**src/rtl/rv32_ctrl_pkg.sv**
```systemverilog
// Shared definitions for the rv32 pipeline control slice: stage indices, event
// encoding and small helpers for stage masks and saturating counters.
package rv32_ctrl_pkg;

  localparam int unsigned MAX_STAGES      = 8;

  localparam int unsigned STAGE_FETCH     = 0;
  localparam int unsigned STAGE_DECODE    = 1;
  localparam int unsigned STAGE_EXECUTE   = 2;
  localparam int unsigned STAGE_MEM       = 3;
  localparam int unsigned STAGE_WRITEBACK = 4;

  typedef enum logic [2:0] {
    EvNone,
    EvMemWait,
    EvBranch,
    EvLoadUse,
    EvFetchWait
  } ctrl_event_e;

  // Bits 0..k set; callers truncate to their own pipeline depth.
  function automatic logic [MAX_STAGES-1:0] prefix_mask(input int unsigned k);
    logic [MAX_STAGES-1:0] mask;
    mask = '0;
    for (int unsigned i = 0; i < MAX_STAGES; i++) begin
      if (i <= k) mask[i] = 1'b1;
    end
    return mask;
  endfunction

  function automatic logic [31:0] sat_inc(input logic [31:0] value, input int unsigned width);
    logic [31:0] max_val;
    max_val = (width >= 32) ? '1 : ((32'd1 << width) - 32'd1);
    return (value >= max_val) ? value : value + 32'd1;
  endfunction

endpackage

```
**src/rtl/rv32_hazard_detect.sv**
```systemverilog
// Combinational qualification of the four pipeline-control events from the
// stage valid bits and the sideband inputs of the stage modules.
module rv32_hazard_detect
  import rv32_ctrl_pkg::*;
#(
  parameter int unsigned REG_BITS = 5
) (
  input  logic                decode_valid_i,
  input  logic                execute_valid_i,
  input  logic                mem_valid_i,
  input  logic                branch_valid_i,
  input  logic                fetch_ready_i,
  input  logic                mem_access_i,
  input  logic                mem_ready_i,
  input  logic                branch_taken_i,
  input  logic [REG_BITS-1:0] rs1_i,
  input  logic [REG_BITS-1:0] rs2_i,
  input  logic                rs1_used_i,
  input  logic                rs2_used_i,
  input  logic [REG_BITS-1:0] execute_rd_i,
  input  logic                execute_mem_read_i,
  output logic                mem_wait_o,
  output logic                branch_o,
  output logic                load_use_o,
  output logic                fetch_wait_o
);

  logic rs1_hit;
  logic rs2_hit;

  always_comb begin
    rs1_hit      = rs1_used_i && (rs1_i == execute_rd_i);
    rs2_hit      = rs2_used_i && (rs2_i == execute_rd_i);
    mem_wait_o   = mem_valid_i && mem_access_i && !mem_ready_i;
    // x0 is hard-wired, so a load targeting it can never create a hazard.
    load_use_o   = execute_valid_i && decode_valid_i && execute_mem_read_i &&
                   (execute_rd_i != '0) && (rs1_hit || rs2_hit);
    // A branch stuck behind a memory wait is not honoured until the wait ends.
    branch_o     = branch_valid_i && branch_taken_i && !mem_wait_o;
    fetch_wait_o = !fetch_ready_i;
  end

endmodule

```
**src/rtl/rv32_pipeline_ctrl.sv**
```systemverilog
// Pipeline control for the rv32 in-order core: stage valid tracking, prioritised
// stall/flush generation and saturating stall/redirect performance counters.
module rv32_pipeline_ctrl
  import rv32_ctrl_pkg::*;
#(
  parameter int unsigned NUM_STAGES    = 5,
  parameter int unsigned MEM_STAGE     = 3,
  parameter int unsigned BRANCH_STAGE  = 3,
  parameter int unsigned REG_BITS      = 5,
  parameter int unsigned COUNTER_WIDTH = 16
) (
  input  logic                     clk,
  input  logic                     reset_n,
  input  logic                     fetch_ready_in,
  input  logic                     mem_access_in,
  input  logic                     mem_ready_in,
  input  logic                     branch_taken_in,
  input  logic [REG_BITS-1:0]      decode_rs1_in,
  input  logic [REG_BITS-1:0]      decode_rs2_in,
  input  logic                     decode_rs1_used_in,
  input  logic                     decode_rs2_used_in,
  input  logic [REG_BITS-1:0]      execute_rd_in,
  input  logic                     execute_mem_read_en_in,
  output logic [NUM_STAGES-1:0]    valid_out,
  output logic [NUM_STAGES-1:0]    stall_out,
  output logic [NUM_STAGES-1:0]    flush_out,
  output logic [COUNTER_WIDTH-1:0] stall_count_out,
  output logic [COUNTER_WIDTH-1:0] flush_count_out
);

  localparam logic [NUM_STAGES-1:0] MemStallMask     = NUM_STAGES'(prefix_mask(MEM_STAGE));
  localparam logic [NUM_STAGES-1:0] MemFlushMask     =
    NUM_STAGES'(prefix_mask(MEM_STAGE + 1) & ~prefix_mask(MEM_STAGE));
  localparam logic [NUM_STAGES-1:0] BranchFlushMask  =
    NUM_STAGES'(prefix_mask(BRANCH_STAGE) & ~prefix_mask(STAGE_FETCH));
  localparam logic [NUM_STAGES-1:0] LoadUseStallMask = NUM_STAGES'(prefix_mask(MEM_STAGE - 2));
  localparam logic [NUM_STAGES-1:0] LoadUseFlushMask =
    NUM_STAGES'(prefix_mask(MEM_STAGE - 1) & ~prefix_mask(MEM_STAGE - 2));
  localparam logic [NUM_STAGES-1:0] FetchStallMask   = NUM_STAGES'(prefix_mask(STAGE_FETCH));
  localparam logic [NUM_STAGES-1:0] FetchFlushMask   =
    NUM_STAGES'(prefix_mask(STAGE_DECODE) & ~prefix_mask(STAGE_FETCH));

  logic [NUM_STAGES-1:0]    valid_q, valid_d;
  logic [NUM_STAGES-1:0]    stall, flush;
  logic [COUNTER_WIDTH-1:0] stall_cnt_q, stall_cnt_d;
  logic [COUNTER_WIDTH-1:0] flush_cnt_q, flush_cnt_d;
  logic                     mem_wait, branch, load_use, fetch_wait;
  ctrl_event_e              event_sel;

  rv32_hazard_detect #(
    .REG_BITS (REG_BITS)
  ) u_hazard_detect (
    .decode_valid_i     (valid_q[STAGE_DECODE]),
    .execute_valid_i    (valid_q[MEM_STAGE-1]),
    .mem_valid_i        (valid_q[MEM_STAGE]),
    .branch_valid_i     (valid_q[BRANCH_STAGE]),
    .fetch_ready_i      (fetch_ready_in),
    .mem_access_i       (mem_access_in),
    .mem_ready_i        (mem_ready_in),
    .branch_taken_i     (branch_taken_in),
    .rs1_i              (decode_rs1_in),
    .rs2_i              (decode_rs2_in),
    .rs1_used_i         (decode_rs1_used_in),
    .rs2_used_i         (decode_rs2_used_in),
    .execute_rd_i       (execute_rd_in),
    .execute_mem_read_i (execute_mem_read_en_in),
    .mem_wait_o         (mem_wait),
    .branch_o           (branch),
    .load_use_o         (load_use),
    .fetch_wait_o       (fetch_wait)
  );

  // Each higher event covers every stage a lower one touches, so one winner suffices.
  always_comb begin
    event_sel = EvNone;
    if (mem_wait)        event_sel = EvMemWait;
    else if (branch)     event_sel = EvBranch;
    else if (load_use)   event_sel = EvLoadUse;
    else if (fetch_wait) event_sel = EvFetchWait;
  end

  always_comb begin
    stall = '0;
    flush = '0;
    unique case (event_sel)
      EvMemWait: begin
        stall = MemStallMask;
        flush = MemFlushMask;
      end
      EvBranch: begin
        flush = BranchFlushMask;
      end
      EvLoadUse: begin
        stall = LoadUseStallMask;
        flush = LoadUseFlushMask;
      end
      EvFetchWait: begin
        stall = FetchStallMask;
        flush = FetchFlushMask;
      end
      EvNone: ;
      default: ;
    endcase
    if (!reset_n) begin
      stall = '0;
      flush = '0;
    end
  end

  always_comb begin
    valid_d    = '0;
    valid_d[0] = 1'b1;
    for (int unsigned i = 1; i < NUM_STAGES; i++) begin
      valid_d[i] = stall[i] ? valid_q[i] : (flush[i] ? 1'b0 : valid_q[i-1]);
    end
  end

  always_comb begin
    stall_cnt_d = stall_cnt_q;
    flush_cnt_d = flush_cnt_q;
    if (|stall) stall_cnt_d = COUNTER_WIDTH'(sat_inc(32'(stall_cnt_q), COUNTER_WIDTH));
    if (event_sel == EvBranch) begin
      flush_cnt_d = COUNTER_WIDTH'(sat_inc(32'(flush_cnt_q), COUNTER_WIDTH));
    end
  end

  always_ff @(posedge clk or negedge reset_n) begin
    if (!reset_n) begin
      valid_q     <= '0;
      stall_cnt_q <= '0;
      flush_cnt_q <= '0;
    end else begin
      valid_q     <= valid_d;
      stall_cnt_q <= stall_cnt_d;
      flush_cnt_q <= flush_cnt_d;
    end
  end

  assign valid_out       = valid_q;
  assign stall_out       = stall;
  assign flush_out       = flush;
  assign stall_count_out = stall_cnt_q;
  assign flush_count_out = flush_cnt_q;

endmodule
```
**config.mk**
```make
export PLATFORM = sky130hd
export DESIGN_NAME = rv32_pipeline_ctrl
export DESIGN_NICKNAME = d
export VERILOG_FILES = /design/src/rtl/rv32_ctrl_pkg.sv /design/src/rtl/rv32_hazard_detect.sv /design/src/rtl/rv32_pipeline_ctrl.sv
export SDC_FILE = /design/constraint.sdc
export NUM_CORES = 1
export LEC_CHECK = 0
export ABC_AREA = 1
export BUFFER_PORTS_ARGS = -buffer_cell sky130_fd_sc_hd__buf_2
export CORE_MARGIN = 4
export CORE_UTILIZATION = 54
export CTS_BUF_LIST = sky130_fd_sc_hd__clkbuf_2 sky130_fd_sc_hd__clkbuf_4 sky130_fd_sc_hd__clkbuf_8
export DETAILED_ROUTE_END_ITERATION = 10
export GPL_ROUTABILITY_DRIVEN = 1
export MAX_ROUTING_LAYER = met4
export PLACE_DENSITY = 0.91
export SYNTH_ARGS = -nofsm -noshare
export SYNTH_HDL_FRONTEND = slang
export SYNTH_SLANG_ARGS = --single-unit
```
**constraint.sdc**
```tcl
create_clock -name clk -period 2 [get_ports clk]
set_input_delay 0 -clock clk [delete_from_list [all_inputs] [get_ports clk]]
set_output_delay 0 -clock clk [all_outputs]
set_load 0.03 [all_outputs]
```
==> results.md <==
* Post-detailed-route count of antenna-violating nets at 0
* Count of vias placed by the detailed router at around 2,300
* Master of the slowest instance on the critical path: dfrtp_1
* Asr flop ratio synth at 100%
* Number of global-route vias before repair at between 2,000 and 2,500
* Cells taking the most area after synthesis: dfrtp_1 38%, nand2_1 14%, xor2_1 8.3%
* Data arrival time of the critical path at 1.96 ns
* Max Buffers Root-to-Sink at 2
* Required time reported for the critical path endpoint at 2.18 ns
* Maximum number of pins on one net before global-route repair at 39
* Area of the mapped netlist at roughly 2400 sq um
* Status: finished, final reports clean
* Final max-slew violation count at 0
* Number of endpoints failing setup at the final stage at 0
* Starting density of the core at between 50% and 60%
* Count of flip-flops with a built-in enable after synthesis at 0
* Die area at approximately 5700 sq um
* WS Path Type: reg2reg
* Register bit count reported by yosys at 37
* Sort of element at the start of the critical path: flop
* Sequential group share of total power at 44.1%
* Initial antenna violation count at 0
* Commonest register cell after synthesis: dfrtp_1
* Number of core rows at 24
* Number of hold violations in the final report at 0
* Biggest area consumer among synthesized cells: dfrtp_1
* Synth unique cells at 30
* Overall die height at around 75 microns
* Tmin final at 1.78 ns
* Internal power at 1.37 mW
* Leakage power of the design at 1.63 nW
* Post-synthesis area per instance at around 7.5 sq um
* Post-DP HPWL at roughly 4200 microns
* First-pass GRT wire length at 9200 microns
* Switching power share of the total at about two fifths
* Combinational cell fraction of total power at between 30% and 40%
* Number of buffer cells added on primary ports at a little under 70
* Synthesized netlist cell count at 326
* Dominant delay contributor by cell family on the critical path: simple AND/OR/NAND/NOR gates
* CTS H-tree lvls at 2
* Average wire length per cell after detail routing at between 10 and 15 microns
* Number of top-level design ports at 71
* Sum of buffers and inverters on the critical path at 1
* Grt total ovfl at 0
* Total Negative Setup Slacks at 0 ns
* Setup slack, reg-to-reg at roughly 0.22 ns
* Share of the synthesized area in the top cell type at 37.9%
* Tightest Hold Check Type: in2reg
* Pre-CTS setup slack at about 0.23 ns
* Horizontal extent of the die at around 75 microns
* Post-route clock skew at a little under 0.003 ns
* Crit path largest cell delay at between 0.4 and 0.5 ns
* Area growth syn-to-layout at 18.4%
* Highest clock frequency the design can meet at 563 MHz
* Iter 0 DRT Violations at 103
* Net switching power of the design at a little over 0.9 mW
* RSZ-0062 raised after global routing: no
* Cell chain of the critical path: ha_1 > nand3_2 > nor2_1 > nand4_2 > buf_4 > nand3_1 > nand2_2
* Kind of capture point of the worst setup path: flop
* Final weighted congestion in routability-driven placement at about 0.9
* Number of warning messages in the yosys log at 0
* Vias per cell at 5.12
* Ranking of synthesized cells by instance count: 91 x nand2_1, 37 x dfrtp_1, 31 x nand3_1
* Root Driver: clkbuf_8
* Num CTS Buffers at 5
* Ratio of total power to cell area at between 700 and 800 nW/um^2
* Number of setup buffers added after CTS at 0
* Cell Count Post-Placement at 440
* Sequential-to-total area share from yosys stat at 37.9%
* Crit path setup slack, layout at ~0.22 ns
* Max-cap check violation count at 0
* CTS sink count at 37
* Clock-pin transition on the worst setup and hold timing paths at roughly 0.07 ns
* GRT Resource Usage Total at around 21%
* Count of unresolved DRC violations after routing at 0
* Total Routed Length at around 5500 microns
* Layout cell share with drive strength beyond 1 at between 20 and 30%
* Number of nets at the end of the flow at 422
* Hold-fix buffers, CTS at 1
* Core Area at between 4000 and 5000 sq um
* Fin cells at about 450
* Crit path max fanout at 10
* Worst voltage drop across the vdd grid at between 0.0006 and 0.0007 V
* Drt pass-1 iters at 4
* CTS tree: built
* Post-cts resize count at 0
* Final Cycle Share at 88.9%
* Part of the total power dissipated in the clock network at 23.5%
* Total inserted antenna cells at 0
* Top-count cell post-synth: nand2_1
* Worst-skew pair later-pin latency at 0.29 ns
-- cell type report --
| type | count | area (sq um) |
|---|---|---|
| clock buffer | 7 | 90.1 |
| inverter | 36 | 138 |
| sequential | 37 | 926 |
| tap | 52 | 65.1 |
| multi-input combinational | 243 | 1290 |
| fill | 380 | 1460 |
| timing repair buffer | 73 | 380 |
-- cells by family after synthesis --
logic type                 count (synthesis)  share of synthesized area [%]
AOI/OAI and AO/OA                          6                           1.23
buffers and inverters                     47                           9.33
DFF                                       37                           37.9
other                                      2                          0.308
muxes                                      1                          0.410
xor gates and xnor gates                  28                           10.0
adders and majority gates                  2                           1.02
and+or+nand+nor                          203                           39.7
-- worst reg2reg max path: stages (launching register included) --
cell     delay, ns
dfrtp_1       0.41
ha_1          0.26
nand3_2       0.14
nor2_1        0.15
nand4_2       0.27
buf_4         0.28
nand3_1       0.10
nand2_2       0.06
-- metal layers --
metal | vias to the layer above | global-route usage, % | wire [microns] | part of all wire, %
met2 | 54 | 36.1 | 2670 | 49
met4 | 0 | 7.18 | 85 | 1.6
met5 | - | - | 0 | 0
li1 | 1160 | - | - | -
met3 | 6 | 4.41 | 326 | 6.0
met1 | 1073 | 25.7 | 2390 | 44
-- sequential cells by signal, summed over array words and instances, names as in the netlist --
register and count:
flush_count_out 16, stall_count_out 16, valid_out 5
-- final timing paths --
kind                                            startpoint                         endpoint  cells past startpoint
max                         stall_count_out[0]$_DFFE_PN0P_   stall_count_out[3]$_DFFE_PN0P_                      7
min                                           mem_ready_in           valid_out[4]$_DFF_PN0_                      5
max reg2reg                 stall_count_out[0]$_DFFE_PN0P_   stall_count_out[3]$_DFFE_PN0P_                      7
min reg2reg                flush_count_out[10]$_DFFE_PN0P_  flush_count_out[10]$_DFFE_PN0P_                      1
max in group asynchronous                          reset_n   flush_count_out[0]$_DFFE_PN0P_                      3
min in group asynchronous                          reset_n  stall_count_out[13]$_DFFE_PN0P_                      3
-- power groups by stage --
stage | clock network, mW | registers, mW | logic (mW)
after floorplan | 0 | 1.19 | 0.350
after global placement | 0 | 1.01 | 0.724
after detailed placement | 0 | 1.02 | 0.739
after CTS | 0.546 | 1.01 | 0.748
after global routing | 0.578 | 1.03 | 0.816
final | 0.535 | 1.01 | 0.740
-- per-stage QoR --
step	power, mW	utilization (%)	cell area (sq um)	hold WS [ns]
2_1_floorplan	1.54	-	2440	-0.296
5_1_grt	2.42	66.4	2890	0.254
4_1_cts	2.30	66.4	2890	0.193
3_3_place_gp	1.73	64.1	2790	0.119
6_report	2.28	66.4	2890	0.191
3_5_place_dp	1.76	64.1	2790	0.118
-- cells in the final DEF (no fill, tap or decap) --
master          n
nor2_2          2
nor3_1         11
buf_2          68
clkbuf_4        1
nand3b_1        2
nand2_2        18
buf_4           4
nand4_1         6
xnor2_1         5
inv_4           1
clkbuf_8        6
conb_1          3
nand4_2         1
nor3_2          1
nor2_4          1
mux2i_1         1
inv_2           5
nor4_1          4
and3b_2         1
and3_1          1
nor2_1         28
ha_1            2
dfrtp_1        37
xor2_1         23
o21ai_0         6
nand3_1        31
nand3_2         2
nand2_4         2
dlygate4sd3_1   1
nand2_1        91
nand3_4         1
inv_1          30
No activity file was read; power rests on OpenSTA's default activity.
